`src/rtl/perf_pkg.sv`:
```
// perf_pkg: shared definitions for the performance-monitor controller.
//   state_e      - window sequencer states (IDLE, RUN, DRAIN, DONE)
//   SEL_*        - rd_sel codes for the counter read port
//   STB_*        - bit positions inside the status word
package perf_pkg;

    typedef enum logic [1:0] {
        ST_IDLE  = 2'd0,
        ST_RUN   = 2'd1,
        ST_DRAIN = 2'd2,
        ST_DONE  = 2'd3
    } state_e;

    localparam logic [2:0] SEL_CYCLE  = 3'd0;
    localparam logic [2:0] SEL_INSTR  = 3'd1;
    localparam logic [2:0] SEL_EV0    = 3'd2;
    localparam logic [2:0] SEL_STATUS = 3'd7;

    localparam int unsigned STB_STATE   = 0;  // bits [1:0]
    localparam int unsigned STB_RUNNING = 2;
    localparam int unsigned STB_DONE    = 3;
    localparam int unsigned STB_TIMEOUT = 4;

endpackage

```
`src/rtl/perf_ctrl_if.sv`:
```
// perf_ctrl_if: req/ack counter read port.
//   rd_req  - read request, held by the master until rd_ack
//   rd_sel  - counter select
//   rd_ack  - one-cycle acknowledge from the slave
//   rd_data - read data, valid while rd_ack is high
interface perf_ctrl_if #(
    parameter int unsigned CNT_W = 32
) ();
    logic             rd_req;
    logic [2:0]       rd_sel;
    logic             rd_ack;
    logic [CNT_W-1:0] rd_data;

    modport master (output rd_req, output rd_sel, input rd_ack, input rd_data);
    modport slave  (input rd_req, input rd_sel, output rd_ack, output rd_data);
endinterface

```
`src/rtl/sat_counter.sv`:
```
// sat_counter: CNT_W-bit up counter that sticks at all-ones.
//   clk, rst - clock, synchronous active-high reset
//   clr      - synchronous clear (wins over inc)
//   inc      - increment request
//   q        - current count
module sat_counter #(
    parameter int unsigned CNT_W = 32
) (
    input  logic             clk,
    input  logic             rst,
    input  logic             clr,
    input  logic             inc,
    output logic [CNT_W-1:0] q
);
    logic [CNT_W-1:0] q_q, q_d;

    always_comb begin
        q_d = q_q;
        if (clr) begin
            q_d = '0;
        end else if (inc && (q_q != '1)) begin
            q_d = q_q + 1'b1;
        end
    end

    always_ff @(posedge clk) begin
        if (rst) begin
            q_q <= '0;
        end else begin
            q_q <= q_d;
        end
    end

    assign q = q_q;
endmodule

```
`src/rtl/perf_ctrl.sv`:
```
// perf_ctrl: measurement-window sequencer and counter bank.
//   clk, rst          - clock, synchronous active-high reset
//   start             - pulse: open a window from IDLE or DONE
//   stop, isHalt      - close the window (enter DRAIN)
//   W_v               - retired instruction strobe
//   evt[NUM_EV]       - per-cycle event strobes
//   rd (slave)        - req/ack read port for counters and status
//   running/done      - state is RUN|DRAIN / DONE
//   timeout           - last window was closed by the watchdog
module perf_ctrl
    import perf_pkg::*;
#(
    parameter int unsigned CNT_W     = 32,
    parameter int unsigned NUM_EV    = 4,
    parameter int unsigned TIMEOUT   = 100000,
    parameter int unsigned DRAIN_CYC = 4
) (
    input  logic              clk,
    input  logic              rst,
    input  logic              start,
    input  logic              stop,
    input  logic              isHalt,
    input  logic              W_v,
    input  logic [NUM_EV-1:0] evt,
    perf_ctrl_if.slave        rd,
    output logic              running,
    output logic              done,
    output logic              timeout
);
    localparam int unsigned DRN_W = $clog2(DRAIN_CYC + 1);

    state_e           state_q, state_d;
    logic             timeout_q, timeout_d;
    logic [DRN_W-1:0] drn_q, drn_d;
    logic             clr_cnt;
    logic             in_run, in_drain;

    logic [CNT_W-1:0] cyc_cnt, ins_cnt;
    logic [CNT_W-1:0] ev_cnt [NUM_EV];
    logic [CNT_W-1:0] cyc_nxt;
    logic             to_hit;

    logic             rd_ack_q, rd_ack_d, rd_accept;
    logic [CNT_W-1:0] rd_data_q, rd_data_d, rd_mux;
    logic [4:0]       status5;

    assign in_run   = (state_q == ST_RUN);
    assign in_drain = (state_q == ST_DRAIN);

    // Watchdog compares the value the cycle counter will hold after this
    // edge, so a saturated counter that can never reach TIMEOUT never fires.
    assign cyc_nxt = (cyc_cnt == '1) ? cyc_cnt : cyc_cnt + 1'b1;
    assign to_hit  = (64'(cyc_nxt) == 64'(TIMEOUT));

    always_comb begin
        state_d   = state_q;
        timeout_d = timeout_q;
        drn_d     = drn_q;
        clr_cnt   = 1'b0;
        unique case (state_q)
            ST_IDLE, ST_DONE: begin
                if (start) begin
                    state_d   = ST_RUN;
                    timeout_d = 1'b0;
                    drn_d     = '0;
                    clr_cnt   = 1'b1;
                end
            end
            ST_RUN: begin
                // halt/stop has priority over a same-cycle watchdog hit
                if (isHalt || stop) begin
                    state_d = ST_DRAIN;
                    drn_d   = '0;
                end else if (to_hit) begin
                    state_d   = ST_DONE;
                    timeout_d = 1'b1;
                end
            end
            ST_DRAIN: begin
                drn_d = drn_q + 1'b1;
                if (drn_q == DRN_W'(DRAIN_CYC - 1)) begin
                    state_d = ST_DONE;
                end
            end
            default: state_d = ST_IDLE;
        endcase
    end

    sat_counter #(.CNT_W(CNT_W)) u_cyc (
        .clk(clk), .rst(rst), .clr(clr_cnt), .inc(in_run), .q(cyc_cnt)
    );

    sat_counter #(.CNT_W(CNT_W)) u_ins (
        .clk(clk), .rst(rst), .clr(clr_cnt), .inc(W_v && (in_run || in_drain)), .q(ins_cnt)
    );

    for (genvar g = 0; g < NUM_EV; g++) begin : g_ev
        sat_counter #(.CNT_W(CNT_W)) u_ev (
            .clk(clk), .rst(rst), .clr(clr_cnt), .inc(evt[g] && in_run), .q(ev_cnt[g])
        );
    end

    always_comb begin
        status5                          = '0;
        status5[STB_STATE +: 2]          = state_q;
        status5[STB_RUNNING]             = running;
        status5[STB_DONE]                = done;
        status5[STB_TIMEOUT]             = timeout_q;
    end

    always_comb begin
        rd_mux = '0;
        if (rd.rd_sel == SEL_CYCLE) begin
            rd_mux = cyc_cnt;
        end else if (rd.rd_sel == SEL_INSTR) begin
            rd_mux = ins_cnt;
        end else if (rd.rd_sel == SEL_STATUS) begin
            rd_mux = CNT_W'(status5);
        end else begin
            for (int unsigned i = 0; i < NUM_EV; i++) begin
                if (rd.rd_sel == 3'(SEL_EV0 + i)) begin
                    rd_mux = ev_cnt[i];
                end
            end
        end
    end

    // Blocking acceptance while ack is high forces a one-cycle gap between
    // back-to-back reads of a held request.
    assign rd_accept = rd.rd_req && !rd_ack_q;
    assign rd_ack_d  = rd_accept;
    assign rd_data_d = rd_accept ? rd_mux : rd_data_q;

    always_ff @(posedge clk) begin
        if (rst) begin
            state_q   <= ST_IDLE;
            timeout_q <= 1'b0;
            drn_q     <= '0;
            rd_ack_q  <= 1'b0;
            rd_data_q <= '0;
        end else begin
            state_q   <= state_d;
            timeout_q <= timeout_d;
            drn_q     <= drn_d;
            rd_ack_q  <= rd_ack_d;
            rd_data_q <= rd_data_d;
        end
    end

    assign running    = in_run || in_drain;
    assign done       = (state_q == ST_DONE);
    assign timeout    = timeout_q;
    assign rd.rd_ack  = rd_ack_q;
    assign rd.rd_data = rd_data_q;
endmodule

```
`src/flat_wrapper.sv`:
```
// flat-port wrapper written by rule: the top's interface ports become plain ports
module perf_ctrl_flat import perf_pkg::*;
#(
    parameter int unsigned CNT_W     = 32,
    parameter int unsigned NUM_EV    = 4,
    parameter int unsigned TIMEOUT   = 100000,
    parameter int unsigned DRAIN_CYC = 4
)
  (clk, rst, start, stop, isHalt, W_v, evt, running, done, timeout, rd_rd_req, rd_rd_sel, rd_rd_ack, rd_rd_data);
  perf_ctrl_if #(.CNT_W(CNT_W)) rd_i ();
  input  logic clk;
  input  logic rst;
  input  logic start;
  input  logic stop;
  input  logic isHalt;
  input  logic W_v;
  input  logic [NUM_EV-1:0] evt;
  output logic running;
  output logic done;
  output logic timeout;
  input wire logic [$bits(rd_i.rd_req)-1:0] rd_rd_req;
  input wire logic [$bits(rd_i.rd_sel)-1:0] rd_rd_sel;
  output wire logic [$bits(rd_i.rd_ack)-1:0] rd_rd_ack;
  output wire logic [$bits(rd_i.rd_data)-1:0] rd_rd_data;
  assign rd_i.rd_req = rd_rd_req;
  assign rd_i.rd_sel = rd_rd_sel;
  assign rd_rd_ack = rd_i.rd_ack;
  assign rd_rd_data = rd_i.rd_data;
  perf_ctrl #(.CNT_W(CNT_W), .NUM_EV(NUM_EV), .TIMEOUT(TIMEOUT), .DRAIN_CYC(DRAIN_CYC)) u_core (.clk(clk), .rst(rst), .start(start), .stop(stop), .isHalt(isHalt), .W_v(W_v), .evt(evt), .rd(rd_i), .running(running), .done(done), .timeout(timeout));
endmodule
```
`config.mk`:
```
export PLATFORM = sky130hd
export DESIGN_NAME = perf_ctrl_flat
export DESIGN_NICKNAME = d
export VERILOG_FILES = /design/src/rtl/perf_pkg.sv /design/src/rtl/perf_ctrl_if.sv /design/src/rtl/sat_counter.sv /design/src/rtl/perf_ctrl.sv /design/src/flat_wrapper.sv
export SDC_FILE = /design/constraint.sdc
export NUM_CORES = 1
export LEC_CHECK = 0
export ABC_AREA = 1
export BUFFER_PORTS_ARGS = -buffer_cell sky130_fd_sc_hd__buf_2
export CAP_MARGIN = 20
export CORE_MARGIN = 5
export CORE_UTILIZATION = 63
export CTS_CLUSTER_DIAMETER = 100
export DETAILED_ROUTE_END_ITERATION = 16
export PLACE_DENSITY = 0.81
export SLEW_MARGIN = 20
export SYNTH_ARGS = -nofsm -noshare
export SYNTH_HDL_FRONTEND = slang
export SYNTH_SLANG_ARGS = --single-unit
```
`constraint.sdc`:
```
create_clock -name clk -period 2.7 [get_ports clk]
set_input_delay 0.54 -clock clk [delete_from_list [all_inputs] [get_ports clk]]
set_output_delay 0.54 -clock clk [all_outputs]
set_load 0.01 [all_outputs]
```
==> summary.txt <==
Run status
  – Outcome: complete, no violations

Place
  – I/O Buffers: slightly below 50
  – Gpl congestion: ~1.0
  – Pre-CTS setup slack: 0.247 ns
  – Detailed Place HPWL: roughly 32000 um

Flow run
  – MaxCap Viol Count: 0

Global routing
  – Largest net degree at the start of global routing: 61
  – First-pass GRT wire length: around 67000 um
  – Global route total overflow: 0
  – Initial antenna violation count: 0
  – Vias in the first global route: around 13000
  – Total global-route track usage: 34.7%

Floorplan
  – Core Region: between 0.02 and 0.025 mm2
  – Die Ht: 154 um
  – Starting Density: between 60 and 70%
  – Top-Level Pins: 50
  – DIE AREA: around 0.024 mm2
  – Standard-cell rows: 52
  – Horiz. Die Dim: about 150 um

Clocking
  – CTS Buffer Depth: 3
  – CTS buffer count: 26
  – CTS tree: built
  – Post-cts hold buffer count: 0
  – Clock transition at path regs: around 0.06 ns
  – Root buf cell: clkbuf_16
  – Sink Count: between 200 and 250
  – H-tree depth: 1
  – Worst-Skew Late Latency: 0.53 ns

Power
  – Worst VDD drop: 511 uV
  – Power density over the cells: 653 mW/mm2
  – Power Total: between 0.009 and 0.01 W
  – LEAKAGE: ~5.1 nW

Worst setup path
  – Worst Setup Path Type: register to register
  – Required time worst endpoint: a little over 3 ns
  – Critical-path cell list: ha_1 -> nand2_1 -> nor2_1 -> nand3_1 -> nor3_1 -> nand2_1 -> nand2_1 -> nor3_2 -> nand3_1 -> xor2_1 -> nor2_1
  – CP peak stage delay: 0.44 ns
  – Arrival @ worst endpoint: between 2 and 3 ns
  – Crit path launch type: register
  – Largest delay contributor family on the critical path: simple AND/OR/NAND/NOR gates
  – Critical Path Stages: 11
  – Endpoint type of the worst setup path: register
  – CP max stage cell: dfxtp_1
  – Worst r2r path cells: 11
  – Largest fanout on the critical path: 12
  – R2R Path End: u_core.g_ev[2].u_ev.q[25]
  – Flop-to-flop setup slack: around 0.20 ns
  – Worst Path Buf+Inv: 0
  – Reg2reg start: u_core.g_ev[2].u_ev.q[0]
  – Most used cell, CP: nand2_1

Routing
  – First-pass DRT Iterations: 6
  – Routed vias: between 10000 and 15000
  – Routed wire per std cell: ~18 um
  – Antenna-violating nets left: 0
  – Initial drt markers: between 1500 and 2000
  – DRC: 0
  – Detailed Route WL: 42500 um
  – Vias per cell: approximately 6.1

STA
  – Final worst-path cycle share: ~90%
  – Final hold vios: 0
  – Final worst slack: 0.198 ns
  – Final setup fails: 0
  – Max Fclk: ~400 MHz
  – Worst Skew: approximately 0.010 ns
  – Setup TNS: 0 ns
  – Max-slew violations: 0
  – Unrepaired setup endpoints after global routing: no
  – Slew HR: between 40% and 50%
  – Hold slack: approximately 0.30 ns
  – Slew @ Worst Pin: roughly 0.85 ns
  – Period minus WS final: 2.50 ns

Synth
  – Seq/Total Area, Yosys: between 30% and 40%
  – Cell variety after synth: 47
  – Number of synthesized flops with an enable pin: 0
  – Syn nets: a little over 2000
  – Mapped Cells: between 1500 and 2000
  – Fraction of registers with async set/reset: 0%
  – Number of synthesized register bits: around 230
  – Top FF cell, synth: dfxtp_1
  – Avg Cell Area, Syn: approximately 6.5 um2
  – Syn Std Cell Area: between 0.01 and 0.015 mm2
  – Yosys warnings: 0

Cells and area
  – Area Growth Syn to Fin: 11.0%
  – Fill cell count: between 1500 and 2000
  – Multi-input logic area: roughly 0.0070 mm2
  – Net count reported at finish: just over 2000
  – Layout cell share with drive strength beyond 1: 7.88%
  – Diode count: 0
  – Sequential cell area: 0.00462 mm2

Hold path
  – Min-Delay Path Class: input port to register
  – Hold_sp: rst
  – WHS Path Cells: 2
  – Hold Path Sink: u_core.rd.rd_data[2]
worst max path at each step:
stage / start / end / slack (ns)
floorplan: u_core.state_q[0] / u_core.u_ins.q[30] / 0.72
global placement: u_core.state_q[1] / u_core.g_ev[3].u_ev.q[30] / 0.28
detailed placement: u_core.state_q[1] / u_core.g_ev[3].u_ev.q[30] / 0.25
CTS: u_core.g_ev[2].u_ev.q[0] / u_core.g_ev[2].u_ev.q[25] / 0.23
global route: u_core.g_ev[2].u_ev.q[0] / u_core.g_ev[2].u_ev.q[11] / 0.02
finish: u_core.g_ev[2].u_ev.q[0] / u_core.g_ev[2].u_ev.q[25] / 0.20
sequential cells by signal (all words and copies together) (netlist names):
signal and cells:
u_core.timeout 1, u_core.drn_q 3, u_core.u_cyc.q 32, u_core.rd.rd_data 32, u_core.state_q 2, u_core.u_ins.q 32
u_core.g_ev.u_ev.q 128, u_core.rd.rd_ack 1
metrics by stage:
stage	util, %	cell area, um2	cells
floorplan	-	13000	1991
detailed placement	66.8	13600	2265
finish	71.2	14400	2312
CTS	71.1	14400	2312
global placement	66.8	13600	2265
global route	71.2	14400	2312
layout make-up:
cell class,instances,area share (%)
multi-input cells,1384,48.3
flip-flops and latches,231,32.0
inverters,314,8.17
clock buffers,39,5.27
repair buffers,66,3.10
well taps,270,2.34
clock inverters,8,0.814
timing repair:
item,in CTS,in global routing
resized for setup,0,3
setup buffers,0,0
setup endpoints to repair,0,3
report_power, final:
| part | internal [W] | total [W] | switching [W] |
|---|---|---|---|
| clock network | 0.00222 | 0.00367 | 0.00144 |
| registers | 0.00362 | 0.00386 | 0.000243 |
| logic | 0.000547 | 0.00190 | 0.00136 |
Yosys cell counts (16+ instances only):
library cell / n / area share [%]
nor2_1: 189 / 5.4
dfxtp_1: 231 / 36
a31oi_1: 16 / 0.77
o21ai_0: 204 / 7.8
o22ai_1: 56 / 2.7
inv_1: 310 / 8.9
clkbuf_1: 51 / 1.5
nand3_1: 86 / 3.3
nand2_1: 373 / 11
a21oi_1: 137 / 5.3
nand4_1: 47 / 2.3
nor3_1: 99 / 3.8
o221ai_1: 31 / 2.1
placed cells by master, fill, tap and decap left out, types with 7 or more instances in the layout:
| master | Yosys | final |
|---|---|---|
| nor2_1 | 189 | 187 |
| nand4_1 | 47 | 47 |
| a21oi_1 | 137 | 137 |
| a31oi_1 | 16 | 16 |
| inv_1 | 310 | 309 |
| buf_2 | 6 | 49 |
| o221ai_1 | 31 | 31 |
| o21ai_0 | 204 | 204 |
| nand3_1 | 86 | 86 |
| xor2_1 | 15 | 15 |
| nand2_1 | 373 | 372 |
| dfxtp_1 | 231 | 231 |
| buf_4 | 1 | 11 |
| nor2_4 | 6 | 7 |
| nor2_2 | 11 | 12 |
| o22ai_1 | 56 | 56 |
| nand2_2 | 11 | 12 |
| nor3b_1 | 14 | 14 |
| ha_1 | 11 | 10 |
| nor4_1 | 13 | 13 |
| o21a_1 | 9 | 9 |
| nor3_1 | 99 | 98 |
| a211oi_1 | 11 | 11 |
| clkbuf_16 | 0 | 27 |
| clkbuf_1 | 51 | 8 |
logic make-up (layout without fill, tap and decap cells):
kind of cell	count (synthesis)	after routing	share of synthesized area, %
simple gates	873	873	30.2
xor+xnor	15	15	1.01
flops	231	231	35.5
fa+ha+maj	11	11	1.06
buf+inv	376	427	11.0
compound gates	485	485	21.2
layer usage:
metal,part of all wire [%],track usage (%),vias to the layer above
met3,10,6.16,126
met5,0,0,-
met4,4.8,14.1,0
met1,40,46.6,6398
li1,-,-,6764
met2,45,55.4,749
Power figures use the tool's default switching activity.
